[config.mk]
export PLATFORM = sky130hd
export DESIGN_NAME = hazard_ctrl_flat
export DESIGN_NICKNAME = d
export VERILOG_FILES = /design/src/rtl/hazard_ctrl_pkg.sv /design/src/rtl/hazard_ctrl_if.sv /design/src/rtl/hazard_ctrl_fwd_sel.sv /design/src/rtl/hazard_ctrl.sv /design/src/flat_wrapper.sv
export SDC_FILE = /design/constraint.sdc
export NUM_CORES = 1
export LEC_CHECK = 0
export ABC_AREA = 1
export CORE_ASPECT_RATIO = 0.6
export CORE_UTILIZATION = 40
export DETAILED_ROUTE_END_ITERATION = 8
export PLACE_DENSITY = 0.88
export SETUP_SLACK_MARGIN = 0.1
export SKIP_LAST_GASP = 1
export SLEW_MARGIN = 20
export SYNTH_ARGS = -nofsm -noshare
export SYNTH_HDL_FRONTEND = slang
export SYNTH_SLANG_ARGS = --single-unit
[constraint.sdc]
create_clock -name clk -period 1.5 [get_ports clk]
set_input_delay 0.225 -clock clk [delete_from_list [all_inputs] [get_ports clk]]
set_output_delay 0.225 -clock clk [all_outputs]
set_load 0.01 [all_outputs]
[src/rtl/hazard_ctrl_pkg.sv]
// Shared definitions for the pipeline hazard controller:
// ResultSrc encodings, EX operand-forward codes and the memory-wait FSM states.
package hazard_ctrl_pkg;

  localparam logic [1:0] RES_ALU  = 2'b00;
  localparam logic [1:0] RES_LOAD = 2'b01;
  localparam logic [1:0] RES_PC4  = 2'b10;

  localparam logic [1:0] FWD_RF  = 2'b00;
  localparam logic [1:0] FWD_WB  = 2'b01;
  localparam logic [1:0] FWD_MEM = 2'b10;

  typedef enum logic {
    IDLE     = 1'b0,
    MEM_WAIT = 1'b1
  } state_e;

endpackage

[src/rtl/hazard_ctrl_if.sv]
// Bundle of pipeline hazard information, stall/flush/forward controls and the
// data-memory req/ready handshake.
//   master : the hazard controller (consumes pipeline info and dmem_ready,
//            drives controls, dmem_req and debug status)
//   slave  : the pipeline / memory side
interface hazard_ctrl_if #(parameter int CNT_W = 16);
  logic [4:0]       Rs1D, Rs2D;
  logic [4:0]       Rs1E, Rs2E, RdE;
  logic [1:0]       ResultSrcE;
  logic             PCSrcE;
  logic [4:0]       RdM;
  logic             RegWriteM;
  logic [1:0]       ResultSrcM;
  logic             MemWriteM;
  logic [4:0]       RdW;
  logic             RegWriteW;
  logic             dmem_ready;
  logic             dmem_req;
  logic             StallF, StallD, StallE, StallM;
  logic             FlushD, FlushE, FlushW;
  logic [1:0]       ForwardAE, ForwardBE;
  logic             dmem_timeout;
  logic [CNT_W-1:0] stall_cycles;

  modport master (
    input  Rs1D, Rs2D, Rs1E, Rs2E, RdE, ResultSrcE, PCSrcE,
           RdM, RegWriteM, ResultSrcM, MemWriteM, RdW, RegWriteW, dmem_ready,
    output dmem_req, StallF, StallD, StallE, StallM, FlushD, FlushE, FlushW,
           ForwardAE, ForwardBE, dmem_timeout, stall_cycles
  );

  modport slave (
    output Rs1D, Rs2D, Rs1E, Rs2E, RdE, ResultSrcE, PCSrcE,
           RdM, RegWriteM, ResultSrcM, MemWriteM, RdW, RegWriteW, dmem_ready,
    input  dmem_req, StallF, StallD, StallE, StallM, FlushD, FlushE, FlushW,
           ForwardAE, ForwardBE, dmem_timeout, stall_cycles
  );
endinterface

[src/rtl/hazard_ctrl_fwd_sel.sv]
// Operand forward select for one EX source register.
//   rs_e_i                      : source register in EX
//   rd_m_i / reg_write_m_i      : MEM destination and write enable
//   rd_w_i / reg_write_w_i      : WB destination and write enable
//   fwd_o                       : FWD_MEM, FWD_WB or FWD_RF (MEM wins over WB)
module hazard_ctrl_fwd_sel
  import hazard_ctrl_pkg::*;
(
  input  logic [4:0] rs_e_i,
  input  logic [4:0] rd_m_i,
  input  logic       reg_write_m_i,
  input  logic [4:0] rd_w_i,
  input  logic       reg_write_w_i,
  output logic [1:0] fwd_o
);

  always_comb begin
    fwd_o = FWD_RF;
    if (reg_write_m_i && (rd_m_i != 5'd0) && (rd_m_i == rs_e_i)) begin
      fwd_o = FWD_MEM;
    end else if (reg_write_w_i && (rd_w_i != 5'd0) && (rd_w_i == rs_e_i)) begin
      fwd_o = FWD_WB;
    end
  end

endmodule

[src/rtl/hazard_ctrl.sv]
// Pipeline hazard controller for the 5-stage core: load-use stall, branch
// flush, EX operand forwarding and data-memory wait sequencing with a sticky
// timeout flag and a saturating stall-cycle counter.
//   clk   : system clock, rising edge
//   reset : asynchronous, active-high
//   bus   : hazard_ctrl_if master modport (pipeline info in, controls out)
//
// state    | meaning
// ---------+-----------------------------------------------------------
// IDLE     | no access outstanding; dmem_req follows memAcc
// MEM_WAIT | access issued but not yet acknowledged; front of pipe frozen
module hazard_ctrl
  import hazard_ctrl_pkg::*;
#(
  parameter int MAX_WAIT = 16,
  parameter int CNT_W    = 16
) (
  input  logic          clk,
  input  logic          reset,
  hazard_ctrl_if.master bus
);

  localparam int WAIT_W = $clog2(MAX_WAIT + 1);

  state_e             state_q, state_d;
  logic [WAIT_W-1:0]  wait_q, wait_d;
  logic               timeout_q, timeout_d;
  logic [CNT_W-1:0]   stall_cnt_q, stall_cnt_d;

  logic       mem_acc, req, mem_stall, lw_stall;
  logic [1:0] fwd_a, fwd_b;

  assign mem_acc   = bus.MemWriteM | (bus.ResultSrcM == RES_LOAD);
  assign mem_stall = req & ~bus.dmem_ready;
  assign lw_stall  = (bus.ResultSrcE == RES_LOAD) && (bus.RdE != 5'd0) &&
                     ((bus.Rs1D == bus.RdE) || (bus.Rs2D == bus.RdE));

  hazard_ctrl_fwd_sel u_fwd_a (
    .rs_e_i(bus.Rs1E), .rd_m_i(bus.RdM), .reg_write_m_i(bus.RegWriteM),
    .rd_w_i(bus.RdW), .reg_write_w_i(bus.RegWriteW), .fwd_o(fwd_a)
  );

  hazard_ctrl_fwd_sel u_fwd_b (
    .rs_e_i(bus.Rs2E), .rd_m_i(bus.RdM), .reg_write_m_i(bus.RegWriteM),
    .rd_w_i(bus.RdW), .reg_write_w_i(bus.RegWriteW), .fwd_o(fwd_b)
  );

  always_ff @(posedge clk or posedge reset) begin
    if (reset) begin
      state_q     <= IDLE;
      wait_q      <= '0;
      timeout_q   <= 1'b0;
      stall_cnt_q <= '0;
    end else begin
      state_q     <= state_d;
      wait_q      <= wait_d;
      timeout_q   <= timeout_d;
      stall_cnt_q <= stall_cnt_d;
    end
  end

  always_comb begin
    state_d = state_q;
    req     = 1'b0;
    case (state_q)
      IDLE: begin
        req = mem_acc;
        if (mem_acc && !bus.dmem_ready) state_d = MEM_WAIT;
      end
      MEM_WAIT: begin
        req = 1'b1;
        if (bus.dmem_ready) state_d = IDLE;
      end
      default: state_d = IDLE;
    endcase
  end

  // Wait timer counts down from MAX_WAIT while in MEM_WAIT; hitting terminal
  // count latches the timeout but the FSM keeps waiting for ready.
  always_comb begin
    wait_d    = wait_q;
    timeout_d = timeout_q;
    if (state_q == IDLE) begin
      wait_d = WAIT_W'(MAX_WAIT);
    end else if (wait_q != '0) begin
      wait_d = wait_q - 1'b1;
      if (wait_q == WAIT_W'(1)) timeout_d = 1'b1;
    end
  end

  always_comb begin
    stall_cnt_d = stall_cnt_q;
    if (mem_stall && (stall_cnt_q != '1)) stall_cnt_d = stall_cnt_q + 1'b1;
  end

  // A memory stall masks branch/load-use flushes so the held instructions
  // survive; a branch still in EX is flushed on the release cycle.
  always_comb begin
    bus.dmem_req  = req;
    bus.StallF    = lw_stall | mem_stall;
    bus.StallD    = lw_stall | mem_stall;
    bus.StallE    = mem_stall;
    bus.StallM    = mem_stall;
    bus.FlushD    = bus.PCSrcE & ~mem_stall;
    bus.FlushE    = (lw_stall | bus.PCSrcE) & ~mem_stall;
    bus.FlushW    = mem_stall;
    bus.ForwardAE = fwd_a;
    bus.ForwardBE = fwd_b;
    if (reset) begin
      bus.dmem_req  = 1'b0;
      bus.StallF    = 1'b0;
      bus.StallD    = 1'b0;
      bus.StallE    = 1'b0;
      bus.StallM    = 1'b0;
      bus.FlushD    = 1'b1;
      bus.FlushE    = 1'b1;
      bus.FlushW    = 1'b1;
      bus.ForwardAE = FWD_RF;
      bus.ForwardBE = FWD_RF;
    end
  end

  assign bus.dmem_timeout = timeout_q;
  assign bus.stall_cycles = stall_cnt_q;

endmodule
[src/flat_wrapper.sv]
// flat-port wrapper written by rule: the top's interface ports become plain ports
module hazard_ctrl_flat import hazard_ctrl_pkg::*;
#(
  parameter int MAX_WAIT = 16,
  parameter int CNT_W    = 16
)
  (clk, reset, bus_Rs1D, bus_Rs2D, bus_Rs1E, bus_Rs2E, bus_RdE, bus_ResultSrcE, bus_PCSrcE, bus_RdM, bus_RegWriteM, bus_ResultSrcM, bus_MemWriteM, bus_RdW, bus_RegWriteW, bus_dmem_ready, bus_dmem_req, bus_StallF, bus_StallD, bus_StallE, bus_StallM, bus_FlushD, bus_FlushE, bus_FlushW, bus_ForwardAE, bus_ForwardBE, bus_dmem_timeout, bus_stall_cycles);
  hazard_ctrl_if #(.CNT_W(CNT_W)) bus_i ();
  input  logic clk;
  input  logic reset;
  input wire logic [$bits(bus_i.Rs1D)-1:0] bus_Rs1D;
  input wire logic [$bits(bus_i.Rs2D)-1:0] bus_Rs2D;
  input wire logic [$bits(bus_i.Rs1E)-1:0] bus_Rs1E;
  input wire logic [$bits(bus_i.Rs2E)-1:0] bus_Rs2E;
  input wire logic [$bits(bus_i.RdE)-1:0] bus_RdE;
  input wire logic [$bits(bus_i.ResultSrcE)-1:0] bus_ResultSrcE;
  input wire logic [$bits(bus_i.PCSrcE)-1:0] bus_PCSrcE;
  input wire logic [$bits(bus_i.RdM)-1:0] bus_RdM;
  input wire logic [$bits(bus_i.RegWriteM)-1:0] bus_RegWriteM;
  input wire logic [$bits(bus_i.ResultSrcM)-1:0] bus_ResultSrcM;
  input wire logic [$bits(bus_i.MemWriteM)-1:0] bus_MemWriteM;
  input wire logic [$bits(bus_i.RdW)-1:0] bus_RdW;
  input wire logic [$bits(bus_i.RegWriteW)-1:0] bus_RegWriteW;
  input wire logic [$bits(bus_i.dmem_ready)-1:0] bus_dmem_ready;
  output wire logic [$bits(bus_i.dmem_req)-1:0] bus_dmem_req;
  output wire logic [$bits(bus_i.StallF)-1:0] bus_StallF;
  output wire logic [$bits(bus_i.StallD)-1:0] bus_StallD;
  output wire logic [$bits(bus_i.StallE)-1:0] bus_StallE;
  output wire logic [$bits(bus_i.StallM)-1:0] bus_StallM;
  output wire logic [$bits(bus_i.FlushD)-1:0] bus_FlushD;
  output wire logic [$bits(bus_i.FlushE)-1:0] bus_FlushE;
  output wire logic [$bits(bus_i.FlushW)-1:0] bus_FlushW;
  output wire logic [$bits(bus_i.ForwardAE)-1:0] bus_ForwardAE;
  output wire logic [$bits(bus_i.ForwardBE)-1:0] bus_ForwardBE;
  output wire logic [$bits(bus_i.dmem_timeout)-1:0] bus_dmem_timeout;
  output wire logic [$bits(bus_i.stall_cycles)-1:0] bus_stall_cycles;
  assign bus_i.Rs1D = bus_Rs1D;
  assign bus_i.Rs2D = bus_Rs2D;
  assign bus_i.Rs1E = bus_Rs1E;
  assign bus_i.Rs2E = bus_Rs2E;
  assign bus_i.RdE = bus_RdE;
  assign bus_i.ResultSrcE = bus_ResultSrcE;
  assign bus_i.PCSrcE = bus_PCSrcE;
  assign bus_i.RdM = bus_RdM;
  assign bus_i.RegWriteM = bus_RegWriteM;
  assign bus_i.ResultSrcM = bus_ResultSrcM;
  assign bus_i.MemWriteM = bus_MemWriteM;
  assign bus_i.RdW = bus_RdW;
  assign bus_i.RegWriteW = bus_RegWriteW;
  assign bus_i.dmem_ready = bus_dmem_ready;
  assign bus_dmem_req = bus_i.dmem_req;
  assign bus_StallF = bus_i.StallF;
  assign bus_StallD = bus_i.StallD;
  assign bus_StallE = bus_i.StallE;
  assign bus_StallM = bus_i.StallM;
  assign bus_FlushD = bus_i.FlushD;
  assign bus_FlushE = bus_i.FlushE;
  assign bus_FlushW = bus_i.FlushW;
  assign bus_ForwardAE = bus_i.ForwardAE;
  assign bus_ForwardBE = bus_i.ForwardBE;
  assign bus_dmem_timeout = bus_i.dmem_timeout;
  assign bus_stall_cycles = bus_i.stall_cycles;
  hazard_ctrl #(.MAX_WAIT(MAX_WAIT), .CNT_W(CNT_W)) u_core (.clk(clk), .reset(reset), .bus(bus_i));
endmodule
==> impl_summary.log, run 1 <==
INFO  metric hold_path_class = in2async
INFO  metric max_slew_margin = about 80%
INFO  metric launch_instance_of_the_worst_register_to_register_path = u_core.bus.stall_cycles[13]$_DFFE_PP0P_
INFO  metric htree_depth = 1
INFO  metric number_of_antenna_violations_at_the_first_check_in_global_routing = 0
INFO  metric worst_setup_slack_final = -0.0425 ns
INFO  metric synth-warning-count = 0
INFO  metric numClockSinks = 23
INFO  metric worstPathRequired = 1.27 ns
INFO  metric num_rows = 18
INFO  metric crit_path_max_fanout = 3
INFO  metric ys_ff_latch = 23
INFO  metric final_nets = 457
INFO  metric antenna_cells = 0
INFO  metric cts_root_buf = sky130_fd_sc_hd__clkbuf_8
INFO  metric die_area = 5010 um^2
INFO  metric worst_skew_pair.late_latency = 0.27 ns
INFO  metric post_synth.cell_area_avg = 6.47 um^2
INFO  metric postRouteWirelength = 6070 um
INFO  metric leakagePower = 1.66 nW
INFO  metric timing.critical_path.from_type = flop
INFO  metric synth-seq-area-share = 30.5%
INFO  metric vias_per_cell = between 4 and 5
INFO  metric postSynthNetCount = 341
INFO  metric final.period_utilization = 103%
INFO  metric violated_checks = setup timing
INFO  metric worstSetupPathType = reg2out
INFO  metric floorplan.initialDensity = 43.7%
INFO  metric reg2regPathDepth = 7
INFO  metric power.density_cell_area = 707 nW/um^2
INFO  metric tritoncts = built
INFO  metric grt_pass1_wl = 9850 um
INFO  metric timing.reg2reg.setup_slack = 0 ns
INFO  metric critical_path.endpoint_type = output port
INFO  metric drv_slew = 0
INFO  metric vias_in_the_first_global_route = 2170
INFO  metric vdd_ir_drop_max = 0.000766 V
INFO  metric drt_initial_violations = 127
INFO  metric crit_path_start = u_core.state_q$_DFF_PP0_
INFO  metric grt_util_all_layers = roughly a quarter
INFO  metric drcViolationCount = 0
INFO  metric drv_cap = 0
INFO  metric fp.dieW = 90.7 um
INFO  metric final_layout_size_suffix_gt1_share = between 30% and 40%
INFO  metric finalCriticalPeriod = 1.54 ns
INFO  metric cts_inserted_buffers = 3
INFO  metric clkTransAtPathRegs = 0.08 ns
INFO  metric setup_viol = 4
INFO  metric gp_routability_congestion = 0.899
INFO  metric layout.cell_area.non_filler = ~3100 um^2
INFO  metric clk_path_buf_depth = 2
INFO  metric detailroute.via_count = 2276
INFO  metric total_power = 2.18 mW
INFO  metric layout-area-overhead-vs-synth = 63.3%
INFO  metric outcome = finished with violations
INFO  metric fin_skew = roughly 0.0050 ns
INFO  metric total_congestion_overflow = 0
INFO  metric grt_setup_unrepaired = true
INFO  metric detailedPlacementHpwl = 4560 um
INFO  metric post_drt_wl_per_cell = 13.0 um
INFO  metric synth_cell_type_count = 26
INFO  metric layout_commonest_cell = sky130_fd_sc_hd__nand2_1
INFO  metric detailed_place.area = roughly 2900 um^2
INFO  metric critical_r2r_capture = u_core.bus.stall_cycles[14]$_DFFE_PP0P_
INFO  metric drt_first_pass_iters = 4
INFO  metric finalSetupTns = -0.131 ns
INFO  metric core-area = 4320 um^2
INFO  metric top_level_ports = 75
INFO  metric grt_start_max_net_pins = 19
INFO  metric arrival = 1.32 ns
INFO  metric fp.dieH = 55.2 um
INFO  metric io_buffer_count = 74
INFO  metric timing.final.hold_violations = 0
INFO  metric detail-route-antenna-nets = 0
INFO  metric synth_cells = 292
INFO  metric slew_of_the_pin_with_the_lowest_slew_margin = ~0.32 ns
INFO  metric maxClockFrequency = 0.648 GHz
INFO  metric most-common-layout-cells = 92 x sky130_fd_sc_hd__nand2_1, 36 x sky130_fd_sc_hd__buf_4, 34 x sky130_fd_sc_hd__dlygate4sd2_1, 32 x sky130_fd_sc_hd__nor2_1, 31 x sky130_fd_sc_hd__inv_1
INFO  metric synthesis.area = 1890 um^2
## worst max-delay path by stage
stage | endpoint | slack (ns)
4_1_cts | bus_StallF | -0.05
6_report | bus_StallF | -0.04
3_5_place_dp | bus_StallF | -0.62
5_1_grt | u_core.bus.stall_cycles[14]$_DFFE_PP0P_ | -0.11
3_3_place_gp | bus_StallF | -0.57
2_1_floorplan | u_core.bus.stall_cycles[0]$_DFFE_PP0P_ | -0.03
## final cells by class
class                           count  area (um^2)
Multi-Input combinational cell    226         1310
Fill cell                         356         1240
Timing Repair Buffer              114          906
Sequential cell                    23          581
Inverter                           39          158
Tap cell                           60         75.1
Clock buffer                        4         45.0
Timing Repair inverter              1         7.51
## critical path, stage by stage, from the launching register on
cell and delay [ns]:
sky130_fd_sc_hd__dfrtp_1 0.38, sky130_fd_sc_hd__inv_2 0.06, sky130_fd_sc_hd__a31oi_4 0.20, sky130_fd_sc_hd__nand2_2 0.11
sky130_fd_sc_hd__buf_6 0.13, sky130_fd_sc_hd__nand2_4 0.05, sky130_fd_sc_hd__buf_6 0.10
## per-layer routing
layer	GRT usage (%)	vias up	wire [um]
met3	6.06	11	435
li1	-	1134	-
met4	4.38	0	57
met1	33.3	1049	2860
met5	0	-	0
met2	40.6	82	2710
## where the power goes
group,internal (mW),leakage [nW],switching (mW)
logic,0.478,1.34,0.497
registers,0.713,0.299,0.0936
clock network,0.190,0.0228,0.211
total,1.38,1.66,0.801
## what timing repair did
action	CTS	global route
pin swaps	35	37
gates resized for setup	159	71
buffers inserted	11	3
endpoints found under the hold margin	0	5
endpoints found under the setup margin	45	29
hold buffers	0	1
cloned	1	0
## cell families after synthesis
logic type	after synthesis	synth area share, %
AO/OA/AOI/OAI	20	6.76
XOR/XNOR	29	13.4
adder cells (fa/ha/maj)	3	1.99
buffers and inverters	43	9.54
flip-flops	23	30.5
AND/OR/NAND/NOR	174	37.8
## synth_stat cells
master                     instances  area (um^2)
sky130_fd_sc_hd__o21ai_0          11         55.1
sky130_fd_sc_hd__inv_1            38          143
sky130_fd_sc_hd__and2_1            2         12.5
sky130_fd_sc_hd__nor2_4            1         11.3
sky130_fd_sc_hd__a31oi_2           1         12.5
sky130_fd_sc_hd__xor2_1            4         35.0
sky130_fd_sc_hd__inv_2             1         3.75
sky130_fd_sc_hd__nor2_1           33          124
sky130_fd_sc_hd__a211oi_1          1         7.51
sky130_fd_sc_hd__a41o_1            1         10.0
sky130_fd_sc_hd__nor4_1            2         12.5
sky130_fd_sc_hd__nand3b_1          1         7.51
sky130_fd_sc_hd__nand2_2           2         12.5
sky130_fd_sc_hd__nand3_1          17         85.1
sky130_fd_sc_hd__nor2_2            1         6.26
sky130_fd_sc_hd__a31oi_1           1         6.26
sky130_fd_sc_hd__o21ai_4           1         16.3
sky130_fd_sc_hd__ha_1              3         37.5
sky130_fd_sc_hd__dfrtp_1          23          576
sky130_fd_sc_hd__nor3_1            5         25.0
sky130_fd_sc_hd__nand4_1           2         12.5
sky130_fd_sc_hd__buf_6             1         11.3
sky130_fd_sc_hd__buf_4             3         22.5
sky130_fd_sc_hd__xnor2_1          25          219
sky130_fd_sc_hd__nand2_1         108          405
sky130_fd_sc_hd__a21oi_1           4         20.0
## stage by stage
step,setup WS (ns),hold WS [ns],instances,utilization (%)
finish,-0.0425,0.119,467,71.4
floorplan,-0.0274,0.115,292,-
global placement,-0.568,0.479,447,66.3
global route,-0.112,0.136,467,71.4
detailed placement,-0.616,0.474,447,66.3
CTS,-0.0472,0.0384,463,68.7
## flip-flops by register name, summed over array words and instances, names as in the netlist
register and flops:
u_core.state_q 1, u_core.bus.stall_cycles 16, u_core.wait_q 5, u_core.bus.dmem_timeout 1
Note: power is estimated with default switching activity, not from simulation.
==> inputs of run 2 (changes only) <==
- CORE_UTILIZATION: 40 -> 30
- PLACE_DENSITY: 0.88 -> 0.71
==> impl_summary.log, run 2 (synthesized netlist as in run 1, its figures left out) <==
INFO  metric outcome = finished, final reports clean
INFO  metric critical_r2r_capture = u_core.bus.stall_cycles[2]$_DFFE_PP0P_
INFO  metric post_drt_wl_per_cell = 12.2 um (-5.7%)
INFO  metric fillerInstances = 579 (+63%)
INFO  metric combinationalPowerShare = 45.1% (+0.4 points)
INFO  metric critPathSlowestCell = sky130_fd_sc_hd__clkdlybuf4s50_1
INFO  metric total_congestion_overflow = 0 (unchanged)
INFO  metric clkTransAtPathRegs = 0.08 ns (about the same)
INFO  metric antenna_cells = 0 (unchanged)
INFO  metric worstSetupPathType = in2out
INFO  metric postRouteWirelength = 5940 um (-2.1%)
INFO  metric crit_path_max_fanout = 3 (unchanged)
INFO  metric grt_pass1_wl = 9870 um (+0.20%)
INFO  metric launch_instance_of_the_worst_register_to_register_path = u_core.state_q$_DFF_PP0_
INFO  metric detailroute.via_count = 2143 (-5.8%)
INFO  metric internal-power = 1.38 mW (about the same)
INFO  metric layout_commonest_cell = sky130_fd_sc_hd__nand2_1
INFO  metric worstPathRequired = 1.27 ns (about the same)
INFO  metric detail-route-antenna-nets = 0 (unchanged)
INFO  metric hold_path_class = in2async
INFO  metric clk_path_buf_depth = 2 (unchanged)
INFO  metric cts_inserted_buffers = 3 (unchanged)
INFO  metric fin_skew = 0.00399 ns (-0.00100 ns)
INFO  metric gp_routability_congestion = 0.873 (-2.9%)
INFO  metric finalNonFillerCells = 485 (+3.9%)
INFO  metric most-common-layout-cells = 101 x sky130_fd_sc_hd__nand2_1, 39 x sky130_fd_sc_hd__buf_4, 32 x sky130_fd_sc_hd__inv_1, 31 x sky130_fd_sc_hd__nor2_1, 30 x sky130_fd_sc_hd__dlygate4sd2_1
INFO  metric number_of_antenna_violations_at_the_first_check_in_global_routing = 0 (unchanged)
INFO  metric total_power = 2.13 mW (-2.4%)
INFO  metric drt_initial_violations = 83 (-35%)
INFO  metric layout-area-overhead-vs-synth = 62.0%
INFO  metric timing.final.hold_violations = 0 (unchanged)
INFO  metric top_level_ports = 75 (unchanged)
INFO  metric flip_flop_count_of_the_largest_register_after_layout = 16 (unchanged)
INFO  metric detailedPlacementHpwl = 4630 um (+1.5%)
INFO  metric final_nets = 455 (-0.44%)
INFO  metric slew_of_the_pin_with_the_lowest_slew_margin = 0.314 ns (-0.00274 ns)
INFO  metric setup_viol = 0 (-4)
INFO  metric vdd_ir_drop_max = 0.000538 V (-30%)
INFO  metric numClockSinks = 23 (unchanged)
INFO  metric drv_cap = 0 (unchanged)
INFO  metric core-area = 5810 um^2 (+34%)
INFO  metric final.period_utilization = 98.1% (-4.8 points)
INFO  metric reg2regPathDepth = 9 (+2)
INFO  metric fp.dieH = 63.5 um (+15%)
INFO  metric max_slew_margin = 79.0% (+0.18 points)
INFO  metric vias_in_the_first_global_route = 2049 (-5.6%)
INFO  metric floorplan.initialDensity = 32.5% (-11 points)
INFO  metric drv_slew = 0 (unchanged)
INFO  metric timing.critical_path.from_type = primary input
INFO  metric cts_root_buf = sky130_fd_sc_hd__clkbuf_8
INFO  metric grt_start_max_net_pins = 24 (+5)
INFO  metric fraction_of_power_spent_switching_nets = 35.2% (-1.5 points)
INFO  metric htree_depth = 1 (unchanged)
INFO  metric dp.cells = 470 (+5.1%)
INFO  metric grt_util_all_layers = 18.7% (-6.0 points)
INFO  metric maxClockFrequency = 0.680 GHz (+4.9%)
INFO  metric fp.dieW = 104 um (+15%)
INFO  metric switching_power = 0.750 mW (-6.4%)
INFO  metric leakagePower = 1.63 nW (-2.1%)
INFO  metric num_rows = 21 (+3)
INFO  metric cts.hold.buffers_added = 0 (unchanged)
INFO  metric timing.reg2reg.setup_slack = 0.08 ns (+0.08 ns)
INFO  metric arrival = 1.25 ns (-0.07 ns)
INFO  metric seqPwrFrac = 36.4% (-0.5 points)
INFO  metric timing.critical_path.cells = clkdlybuf4s50_1 > a31oi_4 > nand2_2 > o21ai_2 > nand2_1 > buf_2
INFO  metric vias_per_cell = 4.42 (-9.3%)
INFO  metric grt_setup_unrepaired = true
INFO  metric die_area = 6630 um^2 (+32%)
INFO  metric final_layout_size_suffix_gt1_share = 28.4% (-2.6 points)
INFO  metric tritoncts = built
INFO  metric slowest_delay = 0.45 ns (+0.07 ns)
INFO  metric drt_first_pass_iters = 4 (unchanged)
INFO  metric worst_skew_pair.late_latency = 0.27 ns (about the same)
INFO  metric drcViolationCount = 0 (unchanged)
INFO  metric power.density_cell_area = 696 nW/um^2 (-1.6%)
INFO  metric critical_path.endpoint_type = output port
INFO  metric io_buffer_count = 74 (unchanged)
INFO  metric power.clock.fraction = 18.5% (about the same)
INFO  metric finalCriticalPeriod = 1.47 ns (-0.0717 ns)
run 2: cell types whose count changed in the layout (fill, tap and decap cells not counted), sizes merged:
cell,change
buf,+3
clkbuf,-4
clkdlybuf4s15,+6
clkinvlp,-1
dlygate4sd2,-4
dlygate4sd3,-1
dlymetal6s2s,-1
run 2: cell type report:
type / instances / area [um^2] / share of cell area (%)
clock buffer: 4 / 45.0 / 1.47
inverter: 39 / 155 / 5.07
multi-input combinational: 226 / 1260 / 41.0
sequential: 23 / 577 / 18.8
tap: 80 / 100 / 3.27
timing repair buffer: 113 / 927 / 30.3
run 2: what timing repair did:
| item | in CTS | in global routing |
|---|---|---|
| resized for setup | 181 | 43 |
| pin swaps | 31 | 29 |
| cloned | 0 | 0 |
| setup endpoints to repair | 45 | 28 |
| setup buffers | 7 | 4 |
run 2: critical path: cells and delay by family:
| family | cells | cell delay, ns |
|---|---|---|
| AOI/OAI and AO/OA | 2 | 0.26 |
| and+or+nand+nor | 2 | 0.17 |
| buffers and inverters | 2 | 0.59 |
run 2: how the worst max path moves through the flow:
stage | cells past startpoint | startpoint | endpoint | slack [ns]
after global routing | 6 | bus_dmem_ready | bus_FlushE | -0.07
after CTS | 6 | u_core.state_q$_DFF_PP0_ | bus_FlushE | 0.03
after detailed placement | 10 | bus_RdE[4] | bus_StallF | -0.62
final | 6 | bus_dmem_ready | bus_FlushE | 0.03
after floorplan | 9 | u_core.bus.stall_cycles[1]$_DFFE_PP0P_ | u_core.bus.stall_cycles[0]$_DFFE_PP0P_ | -0.03
after global placement | 10 | bus_RdE[3] | bus_StallD | -0.59
run 2: layer usage:
layer	GRT usage (%)	up-vias	share of wire [%]
met2	26.8	46	40
met4	3.04	0	0.69
met1	28.9	967	54
met3	3.62	6	5.1
li1	-	1124	-
met5	0	-	0
run 2: stage by stage:
stage	instance area [um^2]	TNS (ns)	hold WS (ns)	worst slack, ns	utilization, %
floorplan	1900	-0.263	0.115	-0.0274	-
global placement	2910	-8.21	0.486	-0.592	50.2
detailed placement	2910	-8.72	0.487	-0.619	50.2
CTS	2980	0	0.327	0.0325	51.3
global route	3060	-0.170	0.349	-0.0668	52.7
finish	3060	0	0.318	0.0292	52.7
run 2: power groups by stage:
| stage | registers (mW) | logic [mW] | clock network (mW) |
|---|---|---|---|
| detailed placement | 0.795 | 0.913 | 0 |
| global route | 0.791 | 1.07 | 0.436 |
| finish | 0.775 | 0.961 | 0.395 |
| global placement | 0.797 | 0.900 | 0 |
| floorplan | 0.842 | 0.376 | 0 |
| CTS | 0.778 | 0.899 | 0.404 |
